**config.mk**
```make
export PLATFORM = sky130hd
export DESIGN_NAME = shift_tx_ctrl
export DESIGN_NICKNAME = d
export VERILOG_FILES = /design/src/rtl/shift_tx_ctrl.sv
export SDC_FILE = /design/constraint.sdc
export NUM_CORES = 1
export LEC_CHECK = 0
export ABC_AREA = 1
export BUFFER_PORTS_ARGS = -buffer_cell sky130_fd_sc_hd__buf_2
export CAP_MARGIN = 20
export CORE_UTILIZATION = 50
export CTS_BUF_LIST = sky130_fd_sc_hd__clkbuf_2
export DETAILED_ROUTE_END_ITERATION = 16
export PLACE_DENSITY = 0.81
export SYNTH_ARGS = -nofsm -noshare
export SYNTH_HDL_FRONTEND = slang
export SYNTH_SLANG_ARGS = --single-unit
```
**constraint.sdc**
```tcl
create_clock -name clk -period 1.8 [get_ports clk]
set_clock_uncertainty 0.2 [all_clocks]
set_input_delay 0.18 -clock clk [delete_from_list [all_inputs] [get_ports clk]]
set_output_delay 0.18 -clock clk [all_outputs]
set_load 0.005 [all_outputs]
```
**src/rtl/shift_tx_ctrl.sv**
```systemverilog
// shift_tx_ctrl: word sequencer for a PISO shift register.
// Loads a word, paces N shifts at DIV clocks per bit, then strobes latch.
module shift_tx_ctrl #(
    parameter int N   = 8,
    parameter int DIV = 4
) (
    input  logic         clk,
    input  logic         reset,
    input  logic [N-1:0] data_in,
    input  logic         data_valid,
    output logic         ready,
    output logic         sr_trigger,
    output logic [1:0]   sr_ctrl,
    output logic [N-1:0] sr_d,
    input  logic         sr_last_tick,
    output logic         sclk,
    output logic         latch,
    output logic         done,
    output logic         sync_err
);

    localparam int DW = $clog2(DIV);
    localparam int BW = $clog2(N);
    localparam logic [DW-1:0] DIV_LAST = DW'(DIV - 1);
    localparam logic [DW-1:0] DIV_HALF = DW'(DIV / 2);
    localparam logic [BW-1:0] BIT_LAST = BW'(N - 1);

    typedef enum logic [1:0] {
        IDLE,
        LOAD,
        SHIFT,
        LATCH
    } state_t;

    state_t         state;
    state_t         state_nx;
    logic [N-1:0]   hold_reg;
    logic [DW-1:0]  div_cnt;
    logic [BW-1:0]  bit_cnt;
    logic           tick;
    logic           last_bit;

    assign tick     = (state == SHIFT) && (div_cnt == DIV_LAST);
    assign last_bit = (bit_cnt == BIT_LAST);
    assign sr_d     = hold_reg;

    // State register
    always_ff @(posedge clk or posedge reset) begin
        if (reset) state <= IDLE;
        else       state <= state_nx;
    end

    // Capture the word on the accepted handshake only
    always_ff @(posedge clk or posedge reset) begin
        if (reset)
            hold_reg <= '0;
        else if (state == IDLE && data_valid)
            hold_reg <= data_in;
    end

    // Bit-period divider and bit counter, cleared outside SHIFT
    always_ff @(posedge clk or posedge reset) begin
        if (reset) begin
            div_cnt <= '0;
            bit_cnt <= '0;
        end else if (state != SHIFT) begin
            div_cnt <= '0;
            bit_cnt <= '0;
        end else begin
            div_cnt <= tick ? '0 : div_cnt + DW'(1);
            if (tick && !last_bit)
                bit_cnt <= bit_cnt + BW'(1);
        end
    end

    // Sticky framing error: last_tick must coincide with the final bit
    always_ff @(posedge clk or posedge reset) begin
        if (reset)
            sync_err <= 1'b0;
        else if (tick && (last_bit != sr_last_tick))
            sync_err <= 1'b1;
    end

    // Next-state and output decode
    always_comb begin
        state_nx   = state;
        ready      = 1'b0;
        sr_trigger = 1'b0;
        sr_ctrl    = 2'b00;
        sclk       = 1'b0;
        latch      = 1'b0;
        done       = 1'b0;
        unique case (state)
            IDLE: begin
                ready = 1'b1;
                if (data_valid) state_nx = LOAD;
            end
            LOAD: begin
                sr_ctrl    = 2'b11;
                sr_trigger = 1'b1;
                state_nx   = SHIFT;
            end
            SHIFT: begin
                sr_ctrl    = 2'b01;
                sr_trigger = tick;
                sclk       = (div_cnt >= DIV_HALF);
                if (tick && last_bit) state_nx = LATCH;
            end
            LATCH: begin
                latch    = 1'b1;
                done     = 1'b1;
                state_nx = IDLE;
            end
            default: state_nx = IDLE;
        endcase
    end

endmodule

```
==> Word-level counts from Yosys, hierarchy flattened <==
Index checks and enable logic that the tools add are counted.
{ "totals": {"memories": 0, "latch_bits": 0, "romBits": 0, "ramBits": 0, "reg_bits": 16, "out_inout_bits": 16, "wordCells": 38} }
{ "classes": {"multipliers": 0, "n_addsub": 2, "div_mod_pow": 0, "n_eq_ne": 9, "magnitude_cmp": 1, "shifts": 0, "reduce_logical": 9, "mux": 12, "n_bitwise": 0} }
{ "ops": {"columns": ["cell", "n"], "rows": [
  ["2-bit two-way mux", 4],
  ["2-bit case mux with 4 select lines", 1],
  ["2-bit equality test (second input constant)", 3],
  ["3-bit two-way mux", 2],
  ["1-bit logical AND", 5],
  ["2-bit != test (second input constant)", 2],
  ["2-bit case mux with 2 select lines", 1],
  ["3-bit by 1-bit adder with 3-bit output (second input constant)", 1],
  ["3-bit equality test (second input constant)", 1],
  ["1-bit two-way mux", 3],
  ["2-bit by 1-bit adder with 2-bit output (second input constant)", 1],
  ["2-bit by 1-bit equality test with 1-bit output (second input constant)", 1],
  ["2-bit greater-or-equal comparator (second input constant)", 1],
  ["2-bit zero test", 1],
  ["2-bit by 1-bit != test with 1-bit output (second input constant)", 1],
  ["1-bit case mux with 2 select lines", 1],
  ["2-bit AND reduction", 1],
  ["2-bit nonzero test", 1],
  ["1-bit zero test", 1],
  ["1-bit != test", 1]
]} }

==> Longest topological paths before layout <==
{ "logic_depth": {"depth_word": 5, "depth_mapped": 7} }

==> Worst setup path after synthesis <==
OpenSTA, ideal clock, no wires.
{ "synth_path": {"path_kind": "reg2reg", "from": "register state[0]", "to": "register hold_reg[0], in the netlist sr_d[0]", "setup_time_ps": 117, "arrival_ps": 1116, "slack_ps": 367, "path_stages_with_launch": 7, "path_buffers": 1, "period_less_slack_ps": 1433, "cell_sequence": "dfrtp_1 > inv_1 > ha_1 > buf_2 > nand2_1 > nand2_1 > nand2_1"} }
{ "synth_between": {"elab_chain_len": 2} }
{ "synth_rtl": {"columns": ["element", "line_no", "source"], "rows": [
  ["from (decl)", "35", "state_t state;"],
  ["from (signal assigned)", "50", "else state <= state_nx;"],
  ["2-bit zero test", "57", "else if (state == IDLE && data_valid)"],
  ["1-bit logical AND", "57", null],
  ["to (signal assigned)", "58", "hold_reg <= data_in;"],
  ["to (decl)", "37", "logic [N-1:0] hold_reg;"]
]} }
No other way between the ends.
A chain may end at the register's enable or synchronous reset.

==> Final worst setup path <==
{ "layout_path": {"from": "register state[1]", "to": "output port sr_trigger"} }
{ "layout_between": {"elab_chain_len": 3, "elab_cells_between_ends": 4, "classes_between": "eq/ne: 2; mux: 1; reduce/logical: 1"} }
{ "layout_rtl": {"columns": ["element", "line_no", "source"], "rows": [
  ["2-bit equality test", "43, 93", null],
  ["1-bit logical AND", "43", "assign tick = (state == SHIFT) && (div_cnt == DIV_LAST);"],
  ["1-bit case mux with 2 select lines (*)", "93", "unique case (state)"],
  ["to (decl)", "12", "output logic sr_trigger,"]
]} }
Every way passes the cells marked *; elsewhere a longest branch is shown, timed or not.

==> metrics.txt <==
outcome finished, final reports clean; sequential share of the synthesized area 49.2%; IO Port Bufs 27; Post-synth EDFFs 0; global-route wire length before repair 2.97 mm; n_diodes 0; CTS H-tree lvls 1; startpoint types flop; mean area per synthesized cell 8.76 µm²; final count of hold timing violations 0; via count 739; storage element area 400 µm²; maximum number of pins on one net before global-route repair 17; Initial Utilization 54.1%; cell area after technology mapping 815 µm²; number of nets still failing antenna checks after routing 0; DP Cell Count 133; top cells by area in the synthesized netlist sky130_fd_sc_hd__dfrtp_1 49%, sky130_fd_sc_hd__nand2_1 15%, sky130_fd_sc_hd__ha_1 14%; Area Growth Syn to Fin 40.4%; Power per Cell Area 1410 nW/µm²; area taken by multi-input logic gates 392 µm²; Pwr Total 1.61 mW; Critical Setup Path Class flop to primary output; Root Buffer Master sky130_fd_sc_hd__clkbuf_2; post-placement cell area 952 µm²; leakage power 0.656 nW; final critical-path share of the clock period 97.8%; Synth top area share 49.2%; number of instances in the synthesized netlist 93; worst path cell trace inv_2, ha_4, a21boi_2, buf_2; Worst Path Max Fanout 4; Detailed Route Iter0 Violations 11; floorplan die area 1790 µm²; top cells by instance count after synthesis 32 x sky130_fd_sc_hd__nand2_1, 16 x sky130_fd_sc_hd__dfrtp_1, 11 x sky130_fd_sc_hd__nand3_1; setup repair after global routing missed its margin yes; Max Root-Sink Buffers 2; library cell with the largest summed area after synthesis sky130_fd_sc_hd__dfrtp_1; nature of the critical path endpoint primary output; flip-flop and latch count after synthesis 16; dominant synthesized flop cell sky130_fd_sc_hd__dfrtp_1; worst hold-check path type primary input to async pin; GP Congestion 0.789; total length of routed wires 1.80 mm; max-cap viol count 0; initial antenna violation count 0; WL per Instance 11.9 µm; clock sinks 16; DR vias/cell 4.86; number of inserted filler cells in the final layout 97; drt pass-1 iters 4; TritonCTS buffer count 3; kind of cell adding the most delay to the critical path flip-flops; Finished Cell Area 1140 µm²; fin nets 158; relative slew slack 60.3%; remaining global-route overflow 0; I/O pin cnt 28; width of the chip 42.4 µm; Clock Latency Late Sink 0.28 ns; TritonCTS clock tree yes; end-of-flow core utilization 75.9%; post-synthesis cell type count 16; total core area 1510 µm²; delay of the slowest critical-path stage 0.47 ns; fraction of final layout cells with drive strength greater than 1 32.4%; y dimension of the die 42.4 µm; worst path buffer plus inverter count 2; final setup vio count 0; cell row count 14; maximum vdd ir drop 0.959 mV; Async SR Flop Fraction 100%; non-filler cells in the finished layout 152; overall fraction of global-route tracks in use 22.3%; clk slew on worst S/H paths 0.16 ns; min cycle time layout 1.76 ns; transition time at the pin with the least slew margin 0.596 ns; final count of pins violating max slew 0; number of remaining DRC errors 0; worst hold slack across all endpoints 0.275 ns; half-perimeter wire length of the detailed placement result 1.09 mm; Critical Path AT 1.38 ns; slowest stage cell on the critical path sky130_fd_sc_hd__dfrtp_1; number of global-route vias before repair 719; total number of yosys warnings 0; WP data required 1.42 ns; Post-Synthesis Net Count 114; most used standard cell by instance count after synthesis sky130_fd_sc_hd__nand2_1; maximum clock rate 568 MHz
[area by class of cell]
type / count / area share, %
clock buffers: 3 / 1.31
clock inverters: 1 / 0.328
inverters: 7 / 2.30
multi-input cells: 66 / 34.2
flip-flops and latches: 16 / 35.0
well taps: 16 / 1.75
repair buffers: 43 / 25.1
[metrics by stage]
step / worst slack [ns] / setup TNS, ns
after detailed placement: 0.269 / 0
after floorplan: 0.367 / 0
final: 0.0403 / 0
after global placement: 0.314 / 0
after global routing: -0.00692 / -0.00692
after CTS: 0.00537 / 0
[sequential cells by signal, summed over array words and instances, names as in the netlist]
signal	count
sr_d	8
bit_cnt	3
div_cnt	2
sync_err	1
state	2
[per-layer routing]
metal	track usage, %	routed length, µm	vias to the layer above	part of all wire [%]
met5	0	0	-	0
met4	9.38	5	0	0.28
met3	2.59	53	2	2.9
met2	40.6	971	19	54
met1	26.2	774	342	43
li1	-	-	376	-
[placed cells by master, fill, tap and decap left out]
| cell | n |
|---|---|
| sky130_fd_sc_hd__nand2_1 | 32 |
| sky130_fd_sc_hd__buf_2 | 27 |
| sky130_fd_sc_hd__dfrtp_1 | 16 |
| sky130_fd_sc_hd__nand3_1 | 11 |
| sky130_fd_sc_hd__dlygate4sd3_1 | 11 |
| sky130_fd_sc_hd__ha_1 | 7 |
| sky130_fd_sc_hd__nor2_1 | 6 |
| sky130_fd_sc_hd__inv_1 | 5 |
| sky130_fd_sc_hd__buf_4 | 4 |
| sky130_fd_sc_hd__clkbuf_2 | 3 |
| sky130_fd_sc_hd__inv_2 | 2 |
| sky130_fd_sc_hd__ha_4 | 2 |
| sky130_fd_sc_hd__or2_2 | 1 |
| sky130_fd_sc_hd__nand2_2 | 1 |
| sky130_fd_sc_hd__o21ai_0 | 1 |
| sky130_fd_sc_hd__nor2_4 | 1 |
| sky130_fd_sc_hd__nor2_2 | 1 |
| sky130_fd_sc_hd__a21oi_1 | 1 |
| sky130_fd_sc_hd__nor3_1 | 1 |
| sky130_fd_sc_hd__a21boi_2 | 1 |
| sky130_fd_sc_hd__clkinv_1 | 1 |
| sky130_fd_sc_hd__buf_6 | 1 |
[report_power, final]
| part | total, mW | switching [mW] | internal, mW | leakage (nW) |
|---|---|---|---|---|
| sequential | 0.576 | 0.0852 | 0.490 | 0.204 |
| clock | 0.165 | 0.117 | 0.0483 | 0.0140 |
| combinational | 0.866 | 0.432 | 0.434 | 0.438 |
[kinds of logic (layout without fill, tap and decap cells)]
family,after synthesis,count (layout),synth area share [%]
DFF,16,16,49.2
adders and majority gates,9,9,13.8
AOI/OAI and AO/OA,3,3,2.15
and+or+nand+nor,54,54,28.6
buffers and inverters,11,54,6.30
[repair_timing]
action                                  4_1_cts  5_1_grt
hold buffers                                 11        0
endpoints found under the setup margin        2        1
buffers inserted                              3        1
resized for setup                             3        5
pin swaps                                     0        1
hold endpoints to repair                     25        0
[worst register-to-register path, delay by kind of cell, from the launching register on]
family	cells	cell delay, ns
simple gates	5	0.47
fa+ha+maj	2	0.45
flops	1	0.44
[path summary, 6_finish.rpt]
path / slack [ns] / to / from / depth (start not counted)
setup reg to reg: 0.20 / state[0] / bit_cnt[0] / 7
hold / removal: 0.28 / div_cnt[1] / reset / 3
setup / recovery: 0.04 / sr_trigger / state[1] / 4
max in group asynchronous: 0.74 / sr_d[6] / reset / 3
min in group clk: 0.28 / div_cnt[0] / div_cnt[0] / 1
hold reg to reg: 0.28 / div_cnt[0] / div_cnt[0] / 1
(Power assumes the default switching activity.)
